$ cat src/rtl/noc_link_pkg.sv
// Shared types for the NoC credit-based link: flit layout and packet framing states.
package noc_link_pkg;

    localparam int FLIT_WIDTH = 128;
    localparam int DEST_WIDTH = 6;

    typedef struct packed {
        logic [FLIT_WIDTH-1:0] data;
        logic [DEST_WIDTH-1:0] dest;
        logic                  is_tail;
    } flit_t;

    localparam int FLIT_BITS = $bits(flit_t);

    typedef enum logic {
        IDLE,
        IN_PKT
    } frame_state_t;

    function automatic flit_t pack_flit(
        input logic [FLIT_WIDTH-1:0] data,
        input logic [DEST_WIDTH-1:0] dest,
        input logic                  is_tail
    );
        flit_t f;
        f.data    = data;
        f.dest    = dest;
        f.is_tail = is_tail;
        return f;
    endfunction

endpackage

$ cat src/rtl/noc_credit_tx_port_if.sv
// Upstream valid/ready flit stream plus the router-facing send/credit link.
interface noc_credit_tx_port_if;
    import noc_link_pkg::*;

    logic                  in_valid;
    logic                  in_ready;
    logic [FLIT_WIDTH-1:0] in_data;
    logic [DEST_WIDTH-1:0] in_dest;
    logic                  in_is_tail;

    logic [FLIT_WIDTH-1:0] data_out;
    logic [DEST_WIDTH-1:0] dest_out;
    logic                  is_tail_out;
    logic                  send_out;
    logic                  credit_in;

    // The tx port itself
    modport master (
        input  in_valid,
        input  in_data,
        input  in_dest,
        input  in_is_tail,
        input  credit_in,
        output in_ready,
        output data_out,
        output dest_out,
        output is_tail_out,
        output send_out
    );

    // The surrounding source and router
    modport slave (
        output in_valid,
        output in_data,
        output in_dest,
        output in_is_tail,
        output credit_in,
        input  in_ready,
        input  data_out,
        input  dest_out,
        input  is_tail_out,
        input  send_out
    );

endinterface

$ cat src/rtl/noc_skid_buffer.sv
// Two-entry skid buffer with a registered ready, so upstream never sees a combinational path.
module noc_skid_buffer #(
    parameter int WIDTH = 8
) (
    input  logic             clk,
    input  logic             srst,
    input  logic             push_valid,
    output logic             push_ready,
    input  logic [WIDTH-1:0] push_data,
    output logic             pop_valid,
    input  logic             pop,
    output logic [WIDTH-1:0] pop_data
);

    logic             wr_ptr_reg;
    logic             rd_ptr_reg;
    logic [1:0]       count_reg;
    logic [1:0]       count_next;
    logic             ready_reg;
    logic             push_fire;
    logic             pop_fire;
    logic [WIDTH-1:0] entries [2];

    assign push_fire = push_valid & ready_reg;
    assign pop_fire  = pop & (count_reg != 2'd0);

    always_comb begin
        count_next = count_reg;
        unique case ({push_fire, pop_fire})
            2'b10:   count_next = count_reg + 2'd1;
            2'b01:   count_next = count_reg - 2'd1;
            default: count_next = count_reg;
        endcase
    end

    // Storage slots carry no reset; occupancy is tracked by count_reg alone.
    generate
        for (genvar gi = 0; gi < 2; gi++) begin : g_slot
            logic [WIDTH-1:0] entry_reg;

            always_ff @(posedge clk) begin
                if (push_fire && (wr_ptr_reg == 1'(gi))) begin
                    entry_reg <= push_data;
                end
            end

            assign entries[gi] = entry_reg;
        end
    endgenerate

    always_ff @(posedge clk) begin
        if (srst) begin
            wr_ptr_reg <= 1'b0;
            rd_ptr_reg <= 1'b0;
            count_reg  <= 2'd0;
            ready_reg  <= 1'b0;
        end else begin
            if (push_fire) begin
                wr_ptr_reg <= ~wr_ptr_reg;
            end
            if (pop_fire) begin
                rd_ptr_reg <= ~rd_ptr_reg;
            end
            count_reg <= count_next;
            // Ready reflects occupancy after this edge, so a full buffer blocks the next beat.
            ready_reg <= (count_next < 2'd2);
        end
    end

    assign push_ready = ready_reg;
    assign pop_valid  = (count_reg != 2'd0);
    assign pop_data   = entries[rd_ptr_reg];

endmodule

$ cat src/rtl/noc_credit_tx_port.sv
// Credit-based NoC injection port: skid-buffers an upstream flit stream and sends only against credits.
module noc_credit_tx_port
    import noc_link_pkg::*;
#(
    parameter  int FLIT_BUFFER_DEPTH = 4,
    localparam int CREDIT_WIDTH      = $clog2(FLIT_BUFFER_DEPTH + 1)
) (
    input  logic                    clk_noc,
    input  logic                    rst_noc_sync,
    noc_credit_tx_port_if.master    link,
    output logic [CREDIT_WIDTH-1:0] credits_avail,
    output logic                    err_credit_ovf,
    output logic                    err_dest_change
);

    localparam logic [CREDIT_WIDTH-1:0] CREDIT_MAX = CREDIT_WIDTH'(FLIT_BUFFER_DEPTH);
    localparam logic [CREDIT_WIDTH-1:0] CREDIT_ONE = CREDIT_WIDTH'(1);

    flit_t                   in_flit;
    flit_t                   head_flit;
    logic [FLIT_BITS-1:0]    head_bits;
    logic                    head_valid;
    logic                    in_ready;
    logic                    accept;
    logic                    send;

    logic [CREDIT_WIDTH-1:0] cnt_reg;
    logic [CREDIT_WIDTH-1:0] cnt_next;
    logic                    ovf_set;
    logic                    err_credit_ovf_reg;

    frame_state_t            state_reg;
    logic [DEST_WIDTH-1:0]   pkt_dest_reg;
    logic                    err_dest_change_reg;

    logic [FLIT_WIDTH-1:0]   data_out_reg;
    logic [DEST_WIDTH-1:0]   dest_out_reg;
    logic                    is_tail_out_reg;
    logic                    send_out_reg;

    assign in_flit = pack_flit(link.in_data, link.in_dest, link.in_is_tail);

    noc_skid_buffer #(
        .WIDTH (FLIT_BITS)
    ) u_skid (
        .clk        (clk_noc),
        .srst       (rst_noc_sync),
        .push_valid (link.in_valid),
        .push_ready (in_ready),
        .push_data  (in_flit),
        .pop_valid  (head_valid),
        .pop        (send),
        .pop_data   (head_bits)
    );

    assign head_flit = flit_t'(head_bits);
    assign accept    = link.in_valid & in_ready;

    // Send decision uses only the registered count: a credit arriving now is spendable next edge.
    assign send = head_valid & (cnt_reg != '0);

    always_comb begin
        cnt_next = cnt_reg;
        ovf_set  = 1'b0;
        unique case ({send, link.credit_in})
            2'b10: cnt_next = cnt_reg - CREDIT_ONE;
            2'b01: begin
                if (cnt_reg == CREDIT_MAX) begin
                    ovf_set = 1'b1;
                end else begin
                    cnt_next = cnt_reg + CREDIT_ONE;
                end
            end
            default: cnt_next = cnt_reg;
        endcase
    end

    always_ff @(posedge clk_noc) begin
        if (rst_noc_sync) begin
            cnt_reg            <= CREDIT_MAX;
            err_credit_ovf_reg <= 1'b0;
        end else begin
            cnt_reg <= cnt_next;
            if (ovf_set) begin
                err_credit_ovf_reg <= 1'b1;
            end
        end
    end

    // Output registers hold the last flit sent; only send_out marks a new one.
    always_ff @(posedge clk_noc) begin
        if (rst_noc_sync) begin
            data_out_reg    <= '0;
            dest_out_reg    <= '0;
            is_tail_out_reg <= 1'b0;
            send_out_reg    <= 1'b0;
        end else begin
            send_out_reg <= send;
            if (send) begin
                data_out_reg    <= head_flit.data;
                dest_out_reg    <= head_flit.dest;
                is_tail_out_reg <= head_flit.is_tail;
            end
        end
    end

    // Framing monitor: observes accepted flits only and never alters the data path.
    always_ff @(posedge clk_noc) begin
        if (rst_noc_sync) begin
            state_reg           <= IDLE;
            pkt_dest_reg        <= '0;
            err_dest_change_reg <= 1'b0;
        end else if (accept) begin
            unique case (state_reg)
                IDLE: begin
                    if (!link.in_is_tail) begin
                        state_reg    <= IN_PKT;
                        pkt_dest_reg <= link.in_dest;
                    end
                end
                IN_PKT: begin
                    if (link.in_dest != pkt_dest_reg) begin
                        err_dest_change_reg <= 1'b1;
                    end
                    if (link.in_is_tail) begin
                        state_reg <= IDLE;
                    end
                end
                default: state_reg <= IDLE;
            endcase
        end
    end

    assign link.in_ready    = in_ready;
    assign link.data_out    = data_out_reg;
    assign link.dest_out    = dest_out_reg;
    assign link.is_tail_out = is_tail_out_reg;
    assign link.send_out    = send_out_reg;

    assign credits_avail    = cnt_reg;
    assign err_credit_ovf   = err_credit_ovf_reg;
    assign err_dest_change  = err_dest_change_reg;

endmodule

$ cat src/flat_wrapper.sv
// flat-port wrapper written by rule: the top's interface ports become plain ports
module noc_credit_tx_port_flat import noc_link_pkg::*;
#(
    parameter  int FLIT_BUFFER_DEPTH = 4,
    localparam int CREDIT_WIDTH      = $clog2(FLIT_BUFFER_DEPTH + 1)
)
  (clk_noc, rst_noc_sync, credits_avail, err_credit_ovf, err_dest_change, link_in_valid, link_in_data, link_in_dest, link_in_is_tail, link_credit_in, link_in_ready, link_data_out, link_dest_out, link_is_tail_out, link_send_out);
  noc_credit_tx_port_if link_i ();
  input  logic clk_noc;
  input  logic rst_noc_sync;
  output logic [CREDIT_WIDTH-1:0] credits_avail;
  output logic err_credit_ovf;
  output logic err_dest_change;
  input wire logic [$bits(link_i.in_valid)-1:0] link_in_valid;
  input wire logic [$bits(link_i.in_data)-1:0] link_in_data;
  input wire logic [$bits(link_i.in_dest)-1:0] link_in_dest;
  input wire logic [$bits(link_i.in_is_tail)-1:0] link_in_is_tail;
  input wire logic [$bits(link_i.credit_in)-1:0] link_credit_in;
  output wire logic [$bits(link_i.in_ready)-1:0] link_in_ready;
  output wire logic [$bits(link_i.data_out)-1:0] link_data_out;
  output wire logic [$bits(link_i.dest_out)-1:0] link_dest_out;
  output wire logic [$bits(link_i.is_tail_out)-1:0] link_is_tail_out;
  output wire logic [$bits(link_i.send_out)-1:0] link_send_out;
  assign link_i.in_valid = link_in_valid;
  assign link_i.in_data = link_in_data;
  assign link_i.in_dest = link_in_dest;
  assign link_i.in_is_tail = link_in_is_tail;
  assign link_i.credit_in = link_credit_in;
  assign link_in_ready = link_i.in_ready;
  assign link_data_out = link_i.data_out;
  assign link_dest_out = link_i.dest_out;
  assign link_is_tail_out = link_i.is_tail_out;
  assign link_send_out = link_i.send_out;
  noc_credit_tx_port #(.FLIT_BUFFER_DEPTH(FLIT_BUFFER_DEPTH)) u_core (.clk_noc(clk_noc), .rst_noc_sync(rst_noc_sync), .link(link_i), .credits_avail(credits_avail), .err_credit_ovf(err_credit_ovf), .err_dest_change(err_dest_change));
endmodule
$ cat config.mk
export PLATFORM = sky130hd
export DESIGN_NAME = noc_credit_tx_port_flat
export DESIGN_NICKNAME = d
export VERILOG_FILES = /design/src/rtl/noc_link_pkg.sv /design/src/rtl/noc_credit_tx_port_if.sv /design/src/rtl/noc_skid_buffer.sv /design/src/rtl/noc_credit_tx_port.sv /design/src/flat_wrapper.sv
export SDC_FILE = /design/constraint.sdc
export NUM_CORES = 1
export LEC_CHECK = 0
export BUFFER_PORTS_ARGS = -buffer_cell sky130_fd_sc_hd__buf_2
export CAP_MARGIN = 20
export CORE_MARGIN = 10
export CORE_UTILIZATION = 55
export CTS_CLUSTER_DIAMETER = 200
export CTS_CLUSTER_SIZE = 12
export DETAILED_ROUTE_END_ITERATION = 7
export GPL_TIMING_DRIVEN = 0
export PLACE_DENSITY = 0.79
export SKIP_CTS_REPAIR_TIMING = 1
export SLEW_MARGIN = 20
export SYNTH_ARGS = -nofsm -noshare
export SYNTH_HDL_FRONTEND = slang
export SYNTH_SLANG_ARGS = --single-unit
$ cat constraint.sdc
create_clock -name clk_noc -period 9.4 [get_ports clk_noc]
set_clock_uncertainty 0.15 [all_clocks]
set_input_delay 1.88 -clock clk_noc [delete_from_list [all_inputs] [get_ports clk_noc]]
set_output_delay 1.88 -clock clk_noc [all_outputs]
set_load 0.005 [all_outputs]
Yosys cells after proc, flatten, opt, wreduce, memory -nomap -nowiden. Cells that the tools add are included.

$add $sub $neg: 4. Multiply operators: 0. Div/mod/pow operators: 0. $lt $le $gt $ge: 2. Eq/ne operators: 7. Shift operators: 0. Muxes and demuxes: 9. Bitwise operators: 8. Reduce and logical (&&, ||, !) cells: 8.

Operator list (number): $mux 135 (3); $ne 6x6->1 (1); $pmux 3 s2 (1); $reduce_and 3->1 (2); $eq 2x1->1 const B (2); $eq 2x2->1 const B (2); $not 1->1 (4); $pmux 2 s2 (1); $reduce_bool 2->1 (2); $add 3x1->3 const B (1); $and 1x1->1 (3); $eq 3x3->1 const B (1); $mux 1 (3); $mux 3 (1); $reduce_bool 3->1 (1); $sub 3x1->3 const B (1); $add 2x1->2 const B (1); $ge 2x2->1 const B (1); $logic_and 1x1->1 (2); $lt 2x2->1 const B (1); $ne 2x2->1 const B (1); $not 1->2 (1); $reduce_and 2->1 (1); $sub 2x1->2 const B (1).

Bits in registers: 423. Bits in latches: 0. Bits in writable memories: 0. ROM bits: 0. Output and inout bits: 142. Word-level logic and storage cells: 53. Memories kept: 0.

Longest topological paths before layout. Gate-level depths: netlist of run 1.

Depth after elaboration: 6. Depth in mapped cells: 9.

Hierarchy. From an unflattened synthesis of run 1, not the netlist that was laid out.

Cells, all modules: 1099. Area, all modules: 15362.2 um^2.

By module, submodules not included: noc_skid_buffer (times used 1, cells an instance 443, area each 10113.4 um^2, sequential area each 8207.9 um^2); noc_credit_tx_port (times used 1, cells an instance 656, area each 5248.8 um^2, sequential area each 2962.8 um^2).

Least setup slack after synthesis of run 1. Ideal clock, no wire load.

Path type: input to register. Start point: input link_in_valid. End point: register u_core.u_skid.g_slot[0].entry_reg[0], enable pin. Data arrival time: 7590 ps. Data required time: 8619 ps. Setup slack: 1029 ps. Cell stages on the path: 2. Cell sequence: nand2_1 > nor2_1.

Cells in the longest elaborated chain, start to end: 2.

RTL lines: start, declared (line flat_wrapper.sv:14) `input wire logic [$bits(link_i.in_valid)-1:0] link_in_valid;`; $and 1x1->1 (line noc_skid_buffer.sv:24) `assign push_fire = push_valid & ready_reg;`; $logic_and 1x1->1 (line noc_skid_buffer.sv:42) `if (push_fire && (wr_ptr_reg == 1'(gi))) begin`; end signal, assigned (line noc_skid_buffer.sv:43) `entry_reg <= push_data;`; end, declared (line noc_skid_buffer.sv:39) `logic [WIDTH-1:0] entry_reg;`.

Every way passes these cells. A chain may end at the register's enable or synchronous reset.

Worst setup path in the final report of run 1.
Start point: input rst_noc_sync. End point: register u_core.data_out_reg[112], in the netlist u_core.link.data_out[112].

RTL lines: start, declared (line flat_wrapper.sv:10) `input logic rst_noc_sync;`; end signal, assigned (line noc_credit_tx_port.sv:100) `data_out_reg <= head_flit.data;`; end, declared (line noc_credit_tx_port.sv:36) `logic [FLIT_WIDTH-1:0] data_out_reg;`.

No word-level cell between the ends.

==> results_dict.tcl, run 1 <==
set metrics [dict create \
    status "complete, no violations" \
    yosysWarnings 0 \
    r2r_slack_ns 7.02 \
    critPathCaptureType "flop" \
    synth_cell_types 38 \
    avgSynthCellArea_um2 15.91 \
    synth_area_leader_cell "edfxtp_1" \
    required_ns 9.61 \
    vias_per_cell 5.372 \
    synth_seq_cells 423 \
    holdPathEnd "u_core.err_credit_ovf" \
    drtIter0Drc 456 \
    dieWidth_um 186.7 \
    worstPathArrival_ns 3.65 \
    place_area_um2 17400 \
    synthesis.area_um2 15290 \
    cpMaxStageDelayCell "clkbuf_1" \
    rsz0062_at_grt "no" \
    hold_start "u_core.err_credit_ovf" \
    criticalPathCategory "primary input to flop" \
    final_cell_mix "buf_2, edfxtp_1, dfxtp_1" \
    synth_top_area_share 0.5304 \
    port_buffers 279 \
    synthCells 961 \
    max_freq_mhz 290.4 \
    pin_count 281 \
    p_total_mw 5.487 \
    routedWlPerCell_um 20.46 \
    r2r-start "u_core.credits_avail[0]" \
    p_per_area_nw_per_um2 295.5 \
    tightestPinTransition_ns 0.8841 \
    seq_area_frac_synth 0.7308 \
    grt_pass1_wl_um 54010 \
    crit_start "rst_noc_sync" \
    root_buffer "clkbuf_16" \
    place_congestion 0.7737 \
    fin_crit_ns 3.443 \
    clk-insertion-delay-late_ns 0.52 \
    leakagePower_nw 6.859 \
    synthTopCellsByArea "edfxtp_1, dfxtp_1, mux2i_1" \
    crit_path_frequent_cell "clkbuf_1" \
    drv_slew 0 \
    cts_buffers 41 \
    hold_class "flop to flop" \
    hold_violations 0 \
    die_h_um 186.7 \
    fin_setup_tns_ns 0 \
    cap_viol_max_count 0 \
    core_area_um2 27180 \
    antenna_found_initial 7 \
    drive_gt1_frac 0.3434 \
    cts_buffer_depth 3 \
    grt_max_degree 50 \
    cts-htree-levels 2 \
    largest_reg_flops 270 \
    critical-path-max-stage-delay_ns 0.64 \
    clk_pin_slew_ns 0.06 \
    initial_core_util 0.5625 \
    max-slew-margin-rel 0.4106 \
    holdWs_ns 0.3297 \
    path_max_fanout 10 \
    syn_to_final_growth_pct 21.48 \
    fp.dieArea_um2 34860 \
    r2r_cells 7 \
    vias 9132 \
    fin_area_um2 18570 \
    dr.pass1.iters 4 \
    row_count 60 \
    start_kind "primary input" \
    period_share 0.3663 \
    setup-violations-final 0 \
    hold_depth 2 \
    hpwl_um 23980 \
    tritoncts "done" \
    grt_pass1_vias 9446 \
    overflow 0 \
    clock_sinks 423 \
    mostFrequentLayoutCell "buf_2" \
    fin_util 0.6833 \
    final_net_count 1433 \
    peakVddDrop_v 0.0001969 \
    ant_nets 0 \
    syn_nets 1102 \
    finalWirelength_um 34780 \
    globalRouteTotalUtil 0.1935 \
    crit_chain "clkbuf_1 > buf_2 > clkbuf_1 > a211oi_2" \
    drc 0 \
]
==> where the power goes <==
part | switching, mW | internal (mW) | total, mW
registers | 0.151 | 2.35 | 2.50
clock network | 0.636 | 0.820 | 1.46
logic | 0.904 | 0.627 | 1.53
==> worst max path at each step <==
stage	end	slack, ns	depth (start not counted)
2_1_floorplan	u_core.u_skid.g_slot[0].entry_reg[0]	1.03	2
3_3_place_gp	u_core.u_skid.g_slot[0].entry_reg[64]	-2.58	3
3_5_place_dp	u_core.link.data_out[112]	5.46	4
4_1_cts	u_core.link.data_out[112]	5.97	4
5_1_grt	u_core.link.data_out[80]	5.87	4
6_report	u_core.link.data_out[112]	5.96	4
==> synthesized netlist by cell type <==
master,instances
a2111oi_0,1
a211oi_1,56
a211oi_2,80
a21oi_1,1
a221oi_1,1
a311oi_1,1
a31oi_1,2
a41oi_1,1
and3_1,1
buf_1,3
buf_2,28
buf_4,2
buf_6,9
clkbuf_1,23
dfxtp_1,153
edfxtp_1,270
fa_1,1
ha_1,1
inv_2,1
mux2i_1,142
nand2_1,4
nand2b_1,1
nand4bb_1,1
nor2_1,150
nor3_1,5
nor4_1,1
nor4bb_1,1
o2111ai_1,1
o211ai_1,1
o21a_1,1
o21ai_0,1
o21ba_2,1
o221ai_1,1
o32ai_2,1
o41a_1,1
or3_1,1
xnor2_1,3
xor2_1,9
==> critical path: cells and delay by family <==
kind | cells | cell delay, ns
compound gates | 1 | 0.08
buf+inv | 3 | 1.69
==> kinds of logic (layout without fill, tap and decap cells) <==
family / count (synthesis) / after routing / share of synthesized area
mux: 142 / 142 / 0.09298
fa+ha+maj: 2 / 2 / 0.002128
compound gates: 151 / 151 / 0.1013
buf+inv: 66 / 427 / 0.02341
simple gates: 165 / 165 / 0.04248
xor+xnor: 12 / 12 / 0.006876
flops: 423 / 423 / 0.7308
other cells: 0 / 6 / 0
==> layer usage <==
layer  track usage  up-vias  part of all wire
met1        0.2436     4506              0.42
li1              -     4296                 -
met4       0.07506        4             0.032
met5             0        -            0.0010
met2        0.3204      251              0.49
met3       0.04246       75             0.054
==> through the flow <==
stage                     setup WS [ns]  std cells
final                             5.957       1700
after global routing              5.875       1697
after CTS                         5.965       1694
after detailed placement          5.455       1621
after global placement           -2.576       1612
after floorplan                   1.029        961
==> final cells by class <==
type                            count  area, um^2
Tap cell                          372       465.4
Inverter                            1       3.754
Clock inverter                      1       11.26
Multi-Input combinational cell    472        3770
Fill cell                        1942        8607
Timing Repair Buffer              288        1637
Clock buffer                       72        1142
Buffer                             65       354.1
Antenna cell                        6       15.01
Sequential cell                   423       11170
Note: power is estimated with default switching activity, not from simulation.
==> run 2: changes to the inputs <==
Settings changed: CORE_UTILIZATION 55 to 50, PLACE_DENSITY 0.79 to 0.76.
Clock period 9.4 ns to 2.8 ns, I/O delays scaled along.
==> run 2 against run 1 <==
Compared with the run above: final area grew 0.13%; sequential cell count is the same; die area grew 8.9%; clock-buffer cell count shrank 1; critical path type is now flop to flop; largest cell class unchanged.
==> results_dict.tcl, run 2 (synthesis gave the netlist of run 1 again) <==
set metrics [dict create \
    pin_count 281 \
    final_net_count 1433 \
    p_per_area_nw_per_um2 991.2 \
    antenna_found_initial 12 \
    tritoncts "done" \
    busiest_layer "met2" \
    drtIter0Drc 403 \
    path_max_fanout 10 \
    use_met2 0.3009 \
    grt_pass1_vias 9538 \
    place_area_um2 17420 \
    p_total_mw 18.43 \
    mostFrequentLayoutCell "buf_2" \
    grt.met3_usage 0.04113 \
    hpwl_um 24770 \
    pre_cts_slack_ns 0.1031 \
    rsz0062_at_grt "no" \
    tightestPinTransition_ns 0.8380 \
    worstPathArrival_ns 2.63 \
    max-slew-margin-rel 0.4413 \
    clk_pin_slew_ns 0.06 \
    clk-insertion-delay-late_ns 0.51 \
    place_congestion 0.7460 \
    routedWlPerCell_um 20.76 \
    syn_to_final_growth_pct 21.64 \
    drc 0 \
    leakagePower_nw 6.849 \
    globalRouteTotalUtil 0.1819 \
    finalWirelength_um 35750 \
    cap_viol_max_count 0 \
    globalRouteMet1Util 0.2269 \
    fillCellCount 2278 \
    dr.pass1.iters 5 \
    dieWidth_um 194.8 \
    hold_class "primary input to flop" \
    die_h_um 194.8 \
    vias 9104 \
    port_buffers 279 \
    holdWs_ns 0.08240 \
    critPathCaptureType "flop" \
    period_share 0.8476 \
    fp.dieArea_um2 37960 \
    final_cell_mix "buf_2, edfxtp_1, dfxtp_1" \
    peakVddDrop_v 0.0005338 \
    required_ns 3.06 \
    overflow 0 \
    cts_buffer_depth 3 \
    status "complete, no violations" \
    criticalPathCategory "flop to flop" \
    fin_area_um2 18590 \
    dpl.cell_count 1639 \
    grt_pass1_wl_um 54940 \
    worst_slack_ns 0.4268 \
    core_area_um2 29870 \
    drive_gt1_frac 0.3444 \
    setup-violations-final 0 \
    cts_buffers 41 \
    hold_violations 0 \
    clock_sinks 423 \
    max_freq_mhz 421.4 \
    vias_per_cell 5.287 \
    grt_max_degree 50 \
    fin_crit_ns 2.373 \
    row_count 63 \
    fin_cells 1722 \
    largest_reg_flops 270 \
    start_kind "flop" \
    ant_nets 0 \
    cts-htree-levels 2 \
    root_buffer "clkbuf_16" \
    drv_slew 0 \
    initial_core_util 0.5117 \
]
-- run 2: changes by cell type in the layout (fill, tap and decap cells not counted), sizes merged --
cell and change:
diode +5, clkbuf -1
-- run 2: critical path, stage by stage, from the launching register on --
cell and delay (ns):
dfxtp_1 0.39, o32ai_2 0.39, inv_2 0.06, buf_2 0.23, buf_2 0.24, ha_1 0.36
o21a_1 0.22, o21ba_2 0.21
-- run 2: per-stage QoR --
stage | setup TNS [ns] | utilization
4_1_cts | 0 | 0.6215
5_1_grt | 0 | 0.6220
6_report | 0 | 0.6224
2_1_floorplan | -58.90 | -
3_5_place_dp | 0 | 0.5830
3_3_place_gp | -422.38 | 0.5756
-- run 2: power by group --
part / switching, mW / internal, mW
combinational: 3.06 / 2.09
clock: 2.13 / 2.75
sequential: 0.518 / 7.88
total: 5.71 / 12.7
-- run 2: path summary, 6_finish.rpt --
| kind | start | endpoint | slack (ns) | cells after the start |
|---|---|---|---|---|
| max reg2reg | u_core.credits_avail[0] | flop | 0.43 | 7 |
| min | link_in_data[125] | u_core.u_skid.g_slot[0].entry_reg[132] | 0.08 | 1 |
| min reg2reg | u_core.err_credit_ovf | u_core.err_credit_ovf | 0.35 | 2 |
| max | u_core.credits_avail[0] | flop | 0.43 | 7 |
-- run 2: per-layer routing --
metal	up-vias	routed length [um]	part of all wire
met3	65	2356	0.066
met1	4452	14560	0.41
li1	4308	-	-
met2	277	17730	0.50
met5	-	12	0.00034
met4	2	1089	0.030
-- run 2: final cells by class --
cell class                      instances  area (um^2)  area share
Clock buffer                           71         1139     0.06123
Buffer                                 65        354.1     0.01904
Timing Repair Buffer                  288         1614     0.08680
Clock inverter                          1        11.26   0.0006056
Antenna cell                           11        27.53    0.001480
Inverter                                1        3.754   0.0002019
Tap cell                              390        488.0     0.02624
Multi-Input combinational cell        472         3786      0.2036
Sequential cell                       423        11170      0.6008
==> run 3: changes to the inputs <==
Settings changed: CORE_UTILIZATION 50 to 55, PLACE_DENSITY 0.76 to 0.79.
Clock period 2.8 ns to 2.4 ns, I/O delays scaled along.
==> run 3 against run 2 <==
Compared with the run above: global-route usage up 1.2 points; via count grew 3.5%; total power grew 17%; hold slack got worse by 0.077 ns; setup slack worse by 0.27 ns; clock power up 16%; utilization rose by 8.3 points; non-clock buffer count rose by 62; clock-buffer cell count fell by 4; highest routed layer is now met4.
==> results_dict.tcl, run 3 (synthesis gave the netlist of run 1 again) <==
set metrics [dict create \
    r2r_cells 6 \
    final_cell_mix "buf_2, edfxtp_1, dfxtp_1" \
    period_share 0.9354 \
    vias 9421 \
    finalWirelength_um 36290 \
    fin_cells 1757 \
    criticalPathCategory "flop to flop" \
    p_total_mw 21.60 \
    place_area_um2 17380 \
    max-slew-margin-rel 0.3886 \
    place_congestion 0.7686 \
    fp.dieArea_um2 34860 \
    globalRouteTotalUtil 0.1939 \
    syn_to_final_growth_pct 25.47 \
    pin_count 281 \
    hold_violations 0 \
    leakagePower_nw 7.103 \
    dpl.cell_count 1620 \
    r2r_slack_ns 0.16 \
    setup-violations-final 0 \
    holdPathEnd "u_core.u_skid.g_slot[1].entry_reg[132]" \
    hold_class "primary input to flop" \
    clock_sinks 423 \
    holdWs_ns 0.005143 \
    max_freq_mhz 445.5 \
    cts_buffers 41 \
    die_h_um 186.7 \
    clk_pin_slew_ns 0.06 \
    tightestPinTransition_ns 0.9171 \
    clk-insertion-delay-late_ns 0.51 \
    hold_start "link_in_data[125]" \
    routedWlPerCell_um 20.66 \
    drive_gt1_frac 0.3314 \
    r2r_end "u_core.link.data_out[113]" \
    antenna_found_initial 4 \
    ant_nets 0 \
    fin_crit_ns 2.245 \
    root_buffer "clkbuf_16" \
    mostFrequentLayoutCell "buf_2" \
    vias_per_cell 5.362 \
    initial_core_util 0.5625 \
    status "complete, no violations" \
    drv_slew 0 \
    overflow 0 \
    grt_pass1_vias 9404 \
    drtIter0Drc 569 \
    hpwl_um 24370 \
    p_per_area_nw_per_um2 1126 \
    dr.pass1.iters 4 \
    cap_viol_max_count 0 \
    path_max_fanout 19 \
    peakVddDrop_v 0.0008375 \
    drc 0 \
    critPathCaptureType "flop" \
    critical-path-max-stage-delay_ns 0.49 \
    largest_reg_flops 270 \
    fillCellCount 1815 \
    grt_pass1_wl_um 53940 \
    core_area_um2 27180 \
    tritoncts "done" \
    row_count 60 \
    fin_area_um2 19180 \
    hold_depth 1 \
    grt_max_degree 51 \
    seqCellArea_um2 11170 \
    multi_input_area_um2 3802 \
    final_net_count 1495 \
    cts-htree-levels 2 \
    crit_chain "o32ai_4 > inv_2 > buf_2 > clkbuf_1 > nor2_1 > a211oi_2" \
    required_ns 2.67 \
    dieWidth_um 186.7 \
    worstPathArrival_ns 2.52 \
    cpMaxStageDelayCell "dfxtp_1" \
    start_kind "flop" \
    cts_buffer_depth 3 \
    r2r-start "u_core.credits_avail[2]" \
    port_buffers 279 \
]
==> run 3: cell types whose count changed in the layout (fill, tap and decap cells not counted), sizes merged <==
| cell | delta |
|---|---|
| buf | -2 |
| diode | -5 |
| dlygate4sd3 | +64 |
| clkbuf | -4 |
==> run 3: final cells by class <==
cell class,count,area share
diodes,6,0.0007828
plain buffers,64,0.01820
clock buffers,67,0.05858
clock inverters,1,0.0005871
inverters,1,0.0001957
multi-input cells,472,0.1983
flip-flops and latches,423,0.5826
well taps,372,0.02427
repair buffers,351,0.1165
==> run 3: how the worst max path moves through the flow <==
stage,start,end,slack (ns),cells after the start
2_1_floorplan,link_in_valid,u_core.u_skid.g_slot[0].entry_reg[0],-0.70,2
3_3_place_gp,link_in_valid,u_core.u_skid.g_slot[0].entry_reg[64],-2.16,3
3_5_place_dp,rst_noc_sync,u_core.link.data_out[110],-0.23,4
4_1_cts,u_core.credits_avail[0],u_core.u_skid.push_ready,-0.03,7
5_1_grt,u_core.credits_avail[2],u_core.link.data_out[113],-0.03,6
6_report,u_core.credits_avail[2],u_core.link.data_out[113],0.16,6
==> run 3: per-layer routing <==
layer,wire length [um],vias to the layer above,track usage
met3,2133,55,0.04153
met2,18610,310,0.3359
li1,-,4412,-
met4,843,0,0.06545
met1,14710,4644,0.2357
met5,0,-,0
==> run 3: per-stage QoR <==
step / setup TNS, ns / setup slack, ns / util
2_1_floorplan: -142.54 / -0.7046 / -
3_3_place_gp: -514.61 / -2.159 / 0.6320
3_5_place_dp: -12.34 / -0.2261 / 0.6394
4_1_cts: -0.04738 / -0.02787 / 0.6811
5_1_grt: -0.02785 / -0.02785 / 0.7054
6_report: 0 / 0.1551 / 0.7058
==> run 3: power breakdown <==
group          total, mW  leakage [nW]  internal (mW)  switching (mW)
Combinational       6.11          2.83           2.50            3.61
Sequential          9.83          3.73           9.20           0.623
Clock               5.66         0.542           3.18            2.48
==> run 3: worst max-delay path: cells and delay by family, from the launching register on <==
kind | cells | cell delay (ns)
compound gates | 2 | 0.42
buf+inv | 3 | 0.95
flops | 1 | 0.49
simple gates | 1 | 0.14
